`config.mk`:
```
export PLATFORM = sky130hd
export DESIGN_NAME = uart
export DESIGN_NICKNAME = d
export VERILOG_FILES = /design/src/rtl/uart.sv
export SDC_FILE = /design/constraint.sdc
export NUM_CORES = 1
export LEC_CHECK = 0
export ABC_AREA = 1
export BUFFER_PORTS_ARGS = -buffer_cell sky130_fd_sc_hd__buf_4
export CORE_AREA = 8 8 141 143
export CTS_BUF_LIST = sky130_fd_sc_hd__clkbuf_4 sky130_fd_sc_hd__clkbuf_8
export DETAILED_ROUTE_END_ITERATION = 6
export DIE_AREA = 0 0 149 151
export HOLD_SLACK_MARGIN = 0.02
export PLACE_DENSITY = 0.73
export SYNTH_ARGS = -nofsm -noshare
export SYNTH_HDL_FRONTEND = slang
export SYNTH_SLANG_ARGS = --single-unit
```
`constraint.sdc`:
```
create_clock -name CLK -period 6.2 [get_ports CLK]
set_clock_uncertainty 0.1 [all_clocks]
set_input_delay 1.24 -clock CLK [delete_from_list [all_inputs] [get_ports CLK]]
set_output_delay 1.24 -clock CLK [all_outputs]
set_load 0.02 [all_outputs]
```
`src/rtl/uart.sv`:
```
// UART with register interface: 8N1 TX/RX, programmable bit divisor, and
// small TX/RX FIFOs with sticky error flags and an RX-not-empty interrupt.
module uart #(
  parameter int CLK_DIV    = 434,
  parameter int FIFO_DEPTH = 4
) (
  input  logic        CLK,
  input  logic        RESET,
  input  logic        UART_WE,
  input  logic        UART_RE,
  input  logic [1:0]  UART_A,
  input  logic [31:0] UART_WD,
  output logic [31:0] UART_RD,
  input  logic        RXD,
  output logic        TXD,
  output logic        UART_INT
);
  localparam int          AW       = $clog2(FIFO_DEPTH);
  localparam logic [AW:0] FULL_CNT = (AW+1)'(FIFO_DEPTH);
  localparam logic [15:0] DIV_RST  = 16'(CLK_DIV);

  localparam logic [1:0] TX_IDLE = 2'd0, TX_START = 2'd1, TX_DATA = 2'd2, TX_STOP = 2'd3;
  localparam logic [2:0] RX_IDLE = 3'd0, RX_START = 3'd1, RX_DATA = 3'd2, RX_STOP = 3'd3,
                         RX_BREAK = 3'd4;

  logic [15:0]   r_div;
  logic          r_rx_ie, r_rx_ovr, r_frame_err, r_tx_ovf;
  logic [7:0]    r_tx_mem [FIFO_DEPTH];
  logic [7:0]    r_rx_mem [FIFO_DEPTH];
  logic [AW-1:0] r_tx_wp, r_tx_rp, r_rx_wp, r_rx_rp;
  logic [AW:0]   r_tx_cnt, r_rx_cnt;
  logic [1:0]    r_tx_state;
  logic [15:0]   r_tx_tmr;
  logic [2:0]    r_tx_bit;
  logic [7:0]    r_tx_sh;
  logic          r_txd;
  logic          r_rx_s1, r_rx_s2, r_rx_prev;
  logic [2:0]    r_rx_state;
  logic [15:0]   r_rx_tmr;
  logic [2:0]    r_rx_bit;
  logic [7:0]    r_rx_sh;

  logic w_wr_data, w_wr_stat, w_tx_full, w_tx_nempty, w_tx_tick, w_tx_pop, w_tx_push;
  logic w_tx_ovf_set, w_tx_busy, w_rx_full, w_rx_nempty, w_rx_tick, w_rx_stop_ok;
  logic w_rx_pop, w_rx_push, w_rx_ovr_set, w_ferr_set, w_unused_wd;
  logic [15:0] w_div_m1, w_div_half;

  assign w_wr_data    = UART_WE && (UART_A == 2'd0);
  assign w_wr_stat    = UART_WE && (UART_A == 2'd1);
  assign w_div_m1     = r_div - 16'd1;
  assign w_div_half   = {1'b0, r_div[15:1]} - 16'd1;
  assign w_unused_wd  = &{1'b0, UART_WD[31:16]};

  assign w_tx_full    = (r_tx_cnt == FULL_CNT);
  assign w_tx_nempty  = (r_tx_cnt != '0);
  assign w_tx_tick    = (r_tx_tmr == 16'd0);
  assign w_tx_pop     = w_tx_nempty && ((r_tx_state == TX_IDLE) || ((r_tx_state == TX_STOP) && w_tx_tick));
  assign w_tx_push    = w_wr_data && (!w_tx_full || w_tx_pop);
  assign w_tx_ovf_set = w_wr_data && w_tx_full && !w_tx_pop;
  assign w_tx_busy    = w_tx_nempty || (r_tx_state != TX_IDLE);

  assign w_rx_full    = (r_rx_cnt == FULL_CNT);
  assign w_rx_nempty  = (r_rx_cnt != '0);
  assign w_rx_tick    = (r_rx_tmr == 16'd0);
  assign w_rx_stop_ok = (r_rx_state == RX_STOP) && w_rx_tick && r_rx_s2;
  assign w_ferr_set   = (r_rx_state == RX_STOP) && w_rx_tick && !r_rx_s2;
  assign w_rx_pop     = UART_RE && (UART_A == 2'd0) && w_rx_nempty;
  assign w_rx_push    = w_rx_stop_ok && (!w_rx_full || w_rx_pop);
  assign w_rx_ovr_set = w_rx_stop_ok && w_rx_full && !w_rx_pop;

  // Sticky flags: a same-cycle set event wins over a write-1-to-clear.
  always_ff @(posedge CLK) begin
    if (RESET) begin
      r_div       <= DIV_RST;
      r_rx_ie     <= 1'b0;
      r_rx_ovr    <= 1'b0;
      r_frame_err <= 1'b0;
      r_tx_ovf    <= 1'b0;
    end else begin
      if (UART_WE && (UART_A == 2'd2))
        r_div <= (UART_WD[15:0] < 16'd4) ? 16'd4 : UART_WD[15:0];
      if (UART_WE && (UART_A == 2'd3))
        r_rx_ie <= UART_WD[0];
      r_rx_ovr    <= w_rx_ovr_set | (r_rx_ovr    & ~(w_wr_stat & UART_WD[3]));
      r_frame_err <= w_ferr_set   | (r_frame_err & ~(w_wr_stat & UART_WD[4]));
      r_tx_ovf    <= w_tx_ovf_set | (r_tx_ovf    & ~(w_wr_stat & UART_WD[5]));
    end
  end

  always_ff @(posedge CLK) begin
    if (w_tx_push) r_tx_mem[r_tx_wp] <= UART_WD[7:0];
    if (w_rx_push) r_rx_mem[r_rx_wp] <= r_rx_sh;
  end

  always_ff @(posedge CLK) begin
    if (RESET) begin
      r_tx_wp <= '0; r_tx_rp <= '0; r_tx_cnt <= '0;
      r_rx_wp <= '0; r_rx_rp <= '0; r_rx_cnt <= '0;
    end else begin
      if (w_tx_push) r_tx_wp <= r_tx_wp + AW'(1);
      if (w_tx_pop)  r_tx_rp <= r_tx_rp + AW'(1);
      if (w_tx_push && !w_tx_pop)      r_tx_cnt <= r_tx_cnt + (AW+1)'(1);
      else if (!w_tx_push && w_tx_pop) r_tx_cnt <= r_tx_cnt - (AW+1)'(1);
      if (w_rx_push) r_rx_wp <= r_rx_wp + AW'(1);
      if (w_rx_pop)  r_rx_rp <= r_rx_rp + AW'(1);
      if (w_rx_push && !w_rx_pop)      r_rx_cnt <= r_rx_cnt + (AW+1)'(1);
      else if (!w_rx_push && w_rx_pop) r_rx_cnt <= r_rx_cnt - (AW+1)'(1);
    end
  end

  // TXD is registered and updated together with each state change.
  always_ff @(posedge CLK) begin
    if (RESET) begin
      r_tx_state <= TX_IDLE;
      r_tx_tmr   <= '0;
      r_tx_bit   <= '0;
      r_tx_sh    <= '0;
      r_txd      <= 1'b1;
    end else begin
      case (r_tx_state)
        TX_IDLE: begin
          r_txd <= 1'b1;
          if (w_tx_pop) begin
            r_tx_state <= TX_START;
            r_tx_sh    <= r_tx_mem[r_tx_rp];
            r_tx_tmr   <= w_div_m1;
            r_txd      <= 1'b0;
          end
        end
        TX_START: begin
          if (w_tx_tick) begin
            r_tx_state <= TX_DATA;
            r_tx_bit   <= 3'd0;
            r_tx_tmr   <= w_div_m1;
            r_txd      <= r_tx_sh[0];
          end else r_tx_tmr <= r_tx_tmr - 16'd1;
        end
        TX_DATA: begin
          if (w_tx_tick) begin
            r_tx_tmr <= w_div_m1;
            if (r_tx_bit == 3'd7) begin
              r_tx_state <= TX_STOP;
              r_txd      <= 1'b1;
            end else begin
              r_tx_bit <= r_tx_bit + 3'd1;
              r_tx_sh  <= r_tx_sh >> 1;
              r_txd    <= r_tx_sh[1];
            end
          end else r_tx_tmr <= r_tx_tmr - 16'd1;
        end
        default: begin
          if (w_tx_tick) begin
            if (w_tx_pop) begin
              r_tx_state <= TX_START;
              r_tx_sh    <= r_tx_mem[r_tx_rp];
              r_tx_tmr   <= w_div_m1;
              r_txd      <= 1'b0;
            end else r_tx_state <= TX_IDLE;
          end else r_tx_tmr <= r_tx_tmr - 16'd1;
        end
      endcase
    end
  end

  // After a framing error the receiver parks in BREAK until the line returns high.
  always_ff @(posedge CLK) begin
    if (RESET) begin
      r_rx_s1    <= 1'b1;
      r_rx_s2    <= 1'b1;
      r_rx_prev  <= 1'b1;
      r_rx_state <= RX_IDLE;
      r_rx_tmr   <= '0;
      r_rx_bit   <= '0;
      r_rx_sh    <= '0;
    end else begin
      r_rx_s1   <= RXD;
      r_rx_s2   <= r_rx_s1;
      r_rx_prev <= r_rx_s2;
      case (r_rx_state)
        RX_IDLE: begin
          if (r_rx_prev && !r_rx_s2) begin
            r_rx_state <= RX_START;
            r_rx_tmr   <= w_div_half;
          end
        end
        RX_START: begin
          if (w_rx_tick) begin
            if (r_rx_s2) r_rx_state <= RX_IDLE;
            else begin
              r_rx_state <= RX_DATA;
              r_rx_bit   <= 3'd0;
              r_rx_tmr   <= w_div_m1;
            end
          end else r_rx_tmr <= r_rx_tmr - 16'd1;
        end
        RX_DATA: begin
          if (w_rx_tick) begin
            r_rx_sh  <= {r_rx_s2, r_rx_sh[7:1]};
            r_rx_tmr <= w_div_m1;
            if (r_rx_bit == 3'd7) r_rx_state <= RX_STOP;
            else r_rx_bit <= r_rx_bit + 3'd1;
          end else r_rx_tmr <= r_rx_tmr - 16'd1;
        end
        RX_STOP: begin
          if (w_rx_tick) r_rx_state <= r_rx_s2 ? RX_IDLE : RX_BREAK;
          else r_rx_tmr <= r_rx_tmr - 16'd1;
        end
        default: begin
          if (r_rx_s2) r_rx_state <= RX_IDLE;
        end
      endcase
    end
  end

  always_comb begin
    UART_RD = '0;
    case (UART_A)
      2'd0:    if (w_rx_nempty) UART_RD = {24'b0, r_rx_mem[r_rx_rp]};
      2'd1:    UART_RD = {26'b0, r_tx_ovf, r_frame_err, r_rx_ovr, w_tx_busy, w_tx_full, w_rx_nempty};
      2'd2:    UART_RD = {16'b0, r_div};
      default: UART_RD = {31'b0, r_rx_ie};
    endcase
  end

  assign TXD      = r_txd;
  assign UART_INT = r_rx_ie & w_rx_nempty;
endmodule

```
==> results.py, run 1 <==
metrics = {
    "yosys": {
        "synthesis.instances": 1338,
        "ys_async_sr_fraction_pct": 0,
        "avgSynthCellArea_sq_um": 7.15,
        "synth_top_area_share_pct": 21.1,
        "synth_seq_area_share_pct": 41.2,
        "syn_area_sq_um": 9570,
        "yosys_warnings": 0,
        "ys_top_cells_by_area": "dfxtp_1, edfxtp_1, nand2_1",
        "synth_edf_count": 64,
        "synth_cell_types": 47,
        "synthFlopType": "dfxtp_1",
        "synth_top_area_cell": "dfxtp_1",
        "ys_seq_elements": 165,
    },
    "final_layout": {
        "fillers": 1692,
        "syn2layout_area_growth_pct": 8.26,
        "drive_gt1_share_pct": 7.88,
        "nets": 1423,
        "multiInputGateArea_sq_um": 4790,
        "n_antenna_cell": 0,
        "final_common_cell": "nand2_1",
        "area.sequential_sq_um": 3940,
        "final_cell_mix": "nand2_1, nor2_1, inv_1, o21ai_0, nand3_1",
    },
    "setup_path": {
        "start_kind": "input port",
        "cp_max_fo": 14,
        "required_ps": 4860,
        "worstSetupPathType": "in2out",
        "cp-end-kind": "output pin",
        "worst_ep_arrival_time_ps": 2510,
    },
    "timing": {
        "fin_setup_tns_ps": 0,
        "slew_violations": 0,
        "setup_viol": 0,
        "relSlewSlack_pct": 45.7,
        "grt_setup_unrepaired": "no",
        "fmax_mhz": 260,
        "period_needed_ps": 3850,
        "tightest_slew_ps": 813,
        "fin_ws_ps": 2350,
        "post-route-period-util_pct": 62.1,
        "hold_viol": 0,
    },
    "cts": {
        "htreeDepth": 4,
        "insertion_delay_ps": 480,
        "cts_tree": "built",
        "holdBufCountCts": 0,
        "cts_buffer_depth": 2,
        "clock-root-buffer": "clkbuf_8",
        "post-cts-setup-buffer-count": 0,
        "cts.sinks": 165,
        "cts_resized": 0,
        "cts_buffers": 17,
        "clk_pin_slew_ps": 90,
    },
    "placement": {
        "io_buffers": 40,
        "gp_congestion": 0.946,
        "post-place-ws_ps": 2350,
        "dp_hpwl_um": 17800,
    },
    "pwr": {
        "p_leak_uw": 0.00465,
        "ir_worst_vdd_v": 0.000212,
        "power_density_nw_per_um2": 403,
    },
    "detailed_routing": {
        "viasPerCell": 5.46,
        "wl_per_cell_um": 15.6,
        "drcViolationCount": 2,
        "vias": 8729,
        "ant_nets": 0,
        "drt_iter0_drc": 823,
        "firstDrtPassIters": 7,
        "routed_wl_um": 24900,
    },
    "die": {
        "die_h_um": 151,
        "dieArea_sq_um": 22500,
        "pin_count": 73,
        "design.core.area_sq_um": 17700,
        "start_util_pct": 54.2,
        "die_x_um": 149,
        "rows": 49,
    },
    "flow_run": {
        "cap_violations": 0,
    },
    "global_routing": {
        "grt_overflow_total": 0,
        "grt_pass1_wl_um": 40000,
        "grt_max_degree": 48,
        "grt_usage_pct": 22.3,
        "antenna_found_initial": 0,
        "grt_pass1_vias": 8037,
    },
    "worst_hold_path": {
        "hold_path_class": "reg2reg",
    },
    "outcome": {
        "outcome": "finished, violations left",
        "violations": "design-rule violations",
    },
}
## critical path, stage by stage
cell     delay, ps
buf_4          110
inv_1           50
nor2_1         200
inv_1          340
o21ai_0        360
buf_4          200
## routing by layer
layer | track usage [%] | routed length (um) | vias to the layer above
met5 | 0 | 0 | -
li1 | - | - | 4402
met4 | 8.33 | 535 | 0
met2 | 36.6 | 11600 | 284
met1 | 28.8 | 11400 | 4005
met3 | 4.00 | 1420 | 38
## metrics by stage
step | std cells | area (sq um) | total power [uW] | utilization (%) | hold WS, ps
2_1_floorplan | 1353 | 9630 | 2910 | - | 289
3_5_place_dp | 1568 | 9910 | 3280 | 56.1 | 299
3_3_place_gp | 1568 | 9910 | 3240 | 56.1 | 292
5_1_grt | 1600 | 10400 | 4500 | 58.7 | 344
6_report | 1600 | 10400 | 4180 | 58.7 | 322
4_1_cts | 1600 | 10400 | 4160 | 58.7 | 319
## worst paths after layout
path,startpoint,end,slack (ps),cells after the start
worst max register to register,r_tx_state[0]$_SDFFE_PP0P_,r_tx_cnt[2]$_SDFFE_PP0P_,2540,15
worst max-delay path,UART_A[1],UART_RD[7],2350,6
worst min-delay path,r_rx_s1$_SDFF_PP1_,r_rx_s2$_SDFF_PP1_,320,1
worst min register to register,r_rx_s1$_SDFF_PP1_,r_rx_s2$_SDFF_PP1_,320,1
## cells in the mapped netlist (all sizes together) (10+ instances only)
cell,count
nor2,206
inv,153
nor3,14
ha,24
nand4,11
dfxtp,101
a21oi,76
edfxtp,64
buf,31
nand2,318
xor2,17
nand3,113
a211oi,10
clkbuf,25
o21ai,115
o22ai,16
o211ai,10
## state kept, by name, indices dropped and copies added (netlist names), 2 cells and up, named ones only
signal / cells
r_rx_sh: 8
r_tx_bit: 3
r_rx_mem: 32
r_rx_tmr: 16
r_tx_tmr: 16
r_tx_wp: 2
r_rx_cnt: 3
r_rx_bit: 3
r_tx_rp: 2
r_tx_mem: 32
r_rx_rp: 2
r_rx_wp: 2
r_rx_state: 3
r_tx_state: 2
r_tx_cnt: 3
r_tx_sh: 8
r_div: 16
## layout make-up
type | instances | share of cell area [%]
timing repair buffer | 42 | 3.04
tap | 229 | 2.77
clock buffer | 17 | 2.26
inverter | 154 | 5.58
multi-input combinational | 978 | 46.2
sequential | 165 | 38.1
clock inverter | 15 | 2.08
## report_power, final
| group | internal (uW) | switching [uW] |
|---|---|---|
| clock | 419 | 464 |
| combinational | 598 | 1300 |
| sequential | 1260 | 128 |
## kinds of logic after synthesis
family | count (synthesis) | share of synthesized area [%]
AOI/OAI and AO/OA | 243 | 13.9
buffers and inverters | 210 | 9.35
adders and majority gates | 26 | 3.56
and+or+nand+nor | 671 | 29.9
xor gates and xnor gates | 22 | 2.01
other | 1 | 0.0392
DFF | 165 | 41.2
Note: power is estimated with default switching activity, not from simulation.
==> run 2, diff against run 1 <==
PLACE_DENSITY = 0.76   (was 0.73)
clock period = 3.25 ns   (was 6.2 ns; I/O delays follow)
==> run 2 against run 1 <==
The flow now finishes without violations; first-iteration DRC count grew 28%; via count grew 1.4%; power grew 88%; die area is the same; register-to-register slack lost 2100 ps; worst hold slack lost 72 ps; cell area grew 1.2%; sequential power grew 91%; sequential share of layout area shrank 0.46 points.
==> results.py, run 2 (synthesized netlist as in run 1, its figures left out) <==
metrics = {
    "outcome": {
        "outcome": "complete, no violations",
    },
    "final_layout": {
        "final_cell_mix": "nand2_1, nor2_1, inv_1, o21ai_0, nand3_1",
        "reg_top3": "r_rx_mem (32), r_tx_mem (32)",
        "n_antenna_cell": 0,
        "final_common_cell": "nand2_1",
        "syn2layout_area_growth_pct": 9.58,
        "drive_gt1_share_pct": 9.40,
        "nets": 1445,
    },
    "placement": {
        "io_buffers": 40,
        "gp_congestion": 0.956,
        "post-place-ws_ps": 466,
        "dp_hpwl_um": 17900,
    },
    "global_routing": {
        "grt_usage_pct": 22.4,
        "grt_max_degree": 40,
        "grt_overflow_total": 0,
        "grt_pass1_wl_um": 40400,
        "grt_pass1_vias": 8071,
        "antenna_found_initial": 0,
    },
    "setup_path": {
        "worst_ep_arrival_time_ps": 2290,
        "crit_top_cell": "buf_4",
        "rr_startpoint": "r_tx_state[0]$_SDFFE_PP0P_",
        "regToRegEndpoint": "r_tx_cnt[2]$_SDFFE_PP0P_",
        "cp-end-kind": "output pin",
        "rrSetupSlack_ps": 450,
        "crit_buf_inv": 2,
        "start_kind": "flop",
        "r2r.worst_path.cells": 14,
        "path_delay_family": "simple AND/OR/NAND/NOR gates",
        "crit_chain": "or2_2 -> nor2_1 -> nor2_2 -> buf_4 -> nand2_1 -> o211ai_1 -> buf_4",
        "required_ps": 2500,
        "cp_max_fo": 7,
        "worstSetupPathType": "reg2out",
        "crit_path_max_incr_delay_ps": 400,
        "cp_slowest_cell": "nor2_1",
    },
    "cts": {
        "cts_buffer_depth": 2,
        "htreeDepth": 4,
        "holdBufCountCts": 0,
        "cts_buffers": 17,
        "cts_resized": 0,
        "clk_pin_slew_ps": 90,
        "insertion_delay_ps": 480,
        "cts.sinks": 165,
        "post-cts-setup-buffer-count": 0,
        "clock-root-buffer": "clkbuf_8",
        "cts_tree": "built",
    },
    "timing": {
        "hold_viol": 0,
        "tightest_slew_ps": 807,
        "grt_setup_unrepaired": "no",
        "relSlewSlack_pct": 46.1,
        "fin_setup_tns_ps": 0,
        "fmax_mhz": 329,
        "post-route-period-util_pct": 93.5,
        "period_needed_ps": 3040,
        "hold_slack_ps": 251,
        "fin_ws_ps": 211,
        "setup_viol": 0,
        "slew_violations": 0,
    },
    "pwr": {
        "p_int_uw": 4280,
        "p_sw_uw": 3590,
        "p_leak_uw": 0.00474,
        "p_clk_share_pct": 19.6,
        "total_power_uw": 7870,
        "pwr-share-comb_pct": 46.6,
        "power_density_nw_per_um2": 750,
        "power_frac_seq_pct": 33.8,
        "p_sw_share_pct": 45.7,
        "ir_worst_vdd_v": 0.000391,
    },
    "die": {
        "die_x_um": 149,
        "die_h_um": 151,
        "pin_count": 73,
        "start_util_pct": 54.2,
        "rows": 49,
        "dieArea_sq_um": 22500,
        "design.core.area_sq_um": 17700,
    },
    "detailed_routing": {
        "ant_nets": 0,
        "viasPerCell": 5.45,
        "drcViolationCount": 0,
        "drt_iter0_drc": 1054,
        "wl_per_cell_um": 15.3,
        "vias": 8848,
        "routed_wl_um": 24800,
        "firstDrtPassIters": 6,
    },
    "flow_run": {
        "cap_violations": 0,
    },
    "worst_hold_path": {
        "hold_path_class": "in2reg",
        "hold_start": "RXD",
        "min_to": "r_rx_s1$_SDFF_PP1_",
        "holdPathStages": 2,
    },
}
run 2: worst reg2reg max path, cell delays in order, from the launching register on:
cell	delay [ps]
dfxtp_1	400
inv_1	100
ha_1	210
buf_4	200
inv_1	100
nand2_2	70
nand3_4	60
buf_4	320
ha_1	210
inv_1	70
fa_1	380
a21oi_1	140
o21ai_0	110
o21ai_0	150
a21oi_1	50
run 2: stage by stage:
stage	std cells	utilization (%)	cell area, sq um
2_1_floorplan	1353	-	9630
3_3_place_gp	1590	57.1	10100
3_5_place_dp	1590	57.1	10100
4_1_cts	1622	59.4	10500
5_1_grt	1622	59.4	10500
6_report	1622	59.4	10500
run 2: per-layer routing:
| metal | vias up | part of all wire (%) | global-route usage, % |
|---|---|---|---|
| met4 | 0 | 2.2 | 8.63 |
| met1 | 4046 | 45 | 29.2 |
| met2 | 317 | 46 | 36.8 |
| met3 | 41 | 6.3 | 3.44 |
| met5 | - | 0 | 0 |
| li1 | 4444 | - | - |
run 2: layout make-up:
type / instances / area [sq um]
Inverter: 154 / 578
Clock buffer: 18 / 248
Timing Repair Buffer: 64 / 480
Multi-Input combinational cell: 978 / 4790
Tap cell: 229 / 287
Clock inverter: 14 / 163
Fill cell: 1647 / 7170
Sequential cell: 165 / 3940
run 2: worst max-delay path by stage:
stage | start | to | depth (start not counted)
final | r_rx_cnt[0]$_SDFFE_PP0P_ | UART_RD[3] | 7
after global placement | UART_A[0] | r_rx_cnt[2]$_SDFFE_PP0P_ | 15
after detailed placement | UART_A[0] | r_rx_cnt[2]$_SDFFE_PP0P_ | 15
after CTS | r_rx_cnt[0]$_SDFFE_PP0P_ | UART_RD[3] | 7
after global routing | r_rx_cnt[0]$_SDFFE_PP0P_ | UART_RD[3] | 7
after floorplan | UART_A[0] | r_rx_cnt[2]$_SDFFE_PP0P_ | 14
run 2: power by group through the flow:
stage / Combinational (uW) / Sequential, uW / Clock [uW]
CTS: 3620 / 2660 / 1550
floorplan: 2920 / 2630 / 0
detailed placement: 3610 / 2700 / 0
global route: 4160 / 2700 / 1640
global placement: 3540 / 2690 / 0
finish: 3670 / 2660 / 1540
==> run 3, diff against run 2 <==
--- a/config.mk
+++ b/config.mk
@@ -15,2 +15,3 @@
 export PLACE_DENSITY = 0.76
+export REMOVE_ABC_BUFFERS = 1
 export SYNTH_ARGS = -nofsm -noshare
--- a/constraint.sdc
+++ b/constraint.sdc
@@ -4,2 +4,2 @@
 set_output_delay 0.65 -clock CLK [all_outputs]
-set_load 0.02 [all_outputs]
+set_load 0.005 [all_outputs]
==> run 3 against run 2 <==
Sequential share of layout area is essentially flat; largest cell class unchanged; die area is the same; critical endpoint is now UART_RD[2]; clock power grew 6%; largest power group unchanged; clock-buffer cell count is the same; power grew 0.71%; sequential power is essentially flat; cell area is essentially flat; global-route usage grew 0.082 points.
==> results.py, run 3 (synthesized netlist as in run 1, its figures left out) <==
metrics = {
    "detailed_routing": {
        "vias": 8889,
        "ant_nets": 0,
        "wl_per_cell_um": 15.4,
        "viasPerCell": 5.49,
        "routed_wl_um": 25000,
        "drcViolationCount": 0,
        "firstDrtPassIters": 5,
        "drt_iter0_drc": 815,
    },
    "cts": {
        "cts.sinks": 165,
        "cts_resized": 0,
        "clock-root-buffer": "clkbuf_8",
        "htreeDepth": 4,
        "cts_buffer_depth": 2,
        "holdBufCountCts": 0,
        "insertion_delay_ps": 460,
        "post-cts-setup-buffer-count": 0,
        "cts_buffers": 17,
        "cts_tree": "built",
        "clk_pin_slew_ps": 100,
    },
    "setup_path": {
        "required_ps": 2500,
        "path_delay_family": "buffers and inverters",
        "worst_ep_arrival_time_ps": 2310,
        "crit_buf_inv": 3,
        "start_kind": "flop",
        "worstSetupPathType": "reg2out",
        "crit_chain": "inv_1 -> ha_1 -> buf_4 -> nand4_1 -> a22oi_1 -> nand2_1 -> buf_4",
        "crit_top_cell": "buf_4",
        "cp_max_fo": 9,
        "cp_slowest_cell": "ha_1",
        "crit_path_max_incr_delay_ps": 370,
        "cp-end-kind": "output pin",
    },
    "global_routing": {
        "grt_max_degree": 40,
        "grt_pass1_vias": 8091,
        "grt_overflow_total": 0,
        "antenna_found_initial": 0,
        "grt_pass1_wl_um": 40600,
        "grt_usage_pct": 22.5,
    },
    "outcome": {
        "outcome": "complete, no violations",
    },
    "placement": {
        "dp_hpwl_um": 18100,
        "post-place-ws_ps": 444,
        "placed_cell_area_sq_um": 10100,
        "io_buffers": 40,
        "gp_congestion": 0.939,
    },
    "pwr": {
        "total_power_uw": 7930,
        "ir_worst_vdd_v": 0.000426,
        "power_density_nw_per_um2": 756,
        "p_leak_uw": 0.00474,
    },
    "final_layout": {
        "nets": 1442,
        "n_antenna_cell": 0,
        "reg_top3": "r_rx_mem (32), r_tx_mem (32)",
        "finish.instance_area_sq_um": 10500,
        "drive_gt1_share_pct": 9.21,
        "final_common_cell": "nand2_1",
        "final_cell_mix": "nand2_1, nor2_1, inv_1, o21ai_0, nand3_1",
        "syn2layout_area_growth_pct": 9.54,
    },
    "die": {
        "dieArea_sq_um": 22500,
        "design.core.area_sq_um": 17700,
        "die_h_um": 151,
        "rows": 49,
        "start_util_pct": 54.2,
        "die_x_um": 149,
        "pin_count": 73,
    },
    "timing": {
        "period_needed_ps": 3060,
        "fin_setup_tns_ps": 0,
        "relSlewSlack_pct": 42.9,
        "tightest_slew_ps": 856,
        "fmax_mhz": 327,
        "slew_violations": 0,
        "grt_setup_unrepaired": "no",
        "setup_viol": 0,
        "post-route-period-util_pct": 94.1,
        "hold_viol": 0,
        "fin_ws_ps": 191,
        "hold_slack_ps": 272,
    },
    "flow_run": {
        "cap_violations": 0,
    },
    "worst_hold_path": {
        "hold_path_class": "in2reg",
    },
}
[run 3: final cells by class]
class	count	area [sq um]
clock inverter	14	188
inverter	154	578
clock buffer	18	241
tap	229	287
fill	1670	7170
timing repair buffer	61	458
sequential	165	3940
multi-input combinational	978	4790
[run 3: path summary, 6_finish.rpt]
kind / from / cells after the start / slack [ps] / end
worst max-delay path: r_tx_state[0]$_SDFFE_PP0P_ / 7 / 190 / UART_RD[2]
worst min-delay path: RXD / 2 / 270 / r_rx_s1$_SDFF_PP1_
worst max register to register: r_rx_tmr[0]$_SDFFE_PP0P_ / 15 / 480 / r_rx_cnt[2]$_SDFFE_PP0P_
worst min register to register: r_rx_s1$_SDFF_PP1_ / 1 / 320 / r_rx_s2$_SDFF_PP1_
[run 3: metrics by stage]
| step | instances | utilization (%) |
|---|---|---|
| floorplan | 1297 | - |
| finish | 1619 | 59.4 |
| global placement | 1587 | 56.9 |
| global route | 1619 | 59.4 |
| detailed placement | 1587 | 56.9 |
| CTS | 1619 | 59.4 |
[run 3: layer usage]
metal / global-route usage [%] / wire, um
met1: 28.8 / 11000
met4: 8.99 / 637
met3: 3.29 / 1550
met2: 37.6 / 11800
met5: 0 / 0
[run 3: worst register-to-register path, stage by stage (launching register included)]
cell and delay, ps:
dfxtp_1 320, inv_1 110, ha_1 290, nand3_2 160, nor2_4 180, nand3_1 150, inv_1 80, nand4_1 110
inv_1 90, ha_1 140, inv_1 60, fa_1 370, a21oi_1 160, o21ai_0 120, o21ai_0 170, a21oi_1 50
[run 3: power breakdown]
group | switching, uW | internal [uW]
Clock | 836 | 795
Sequential | 247 | 2410
Combinational | 2450 | 1190
Total | 3530 | 4390
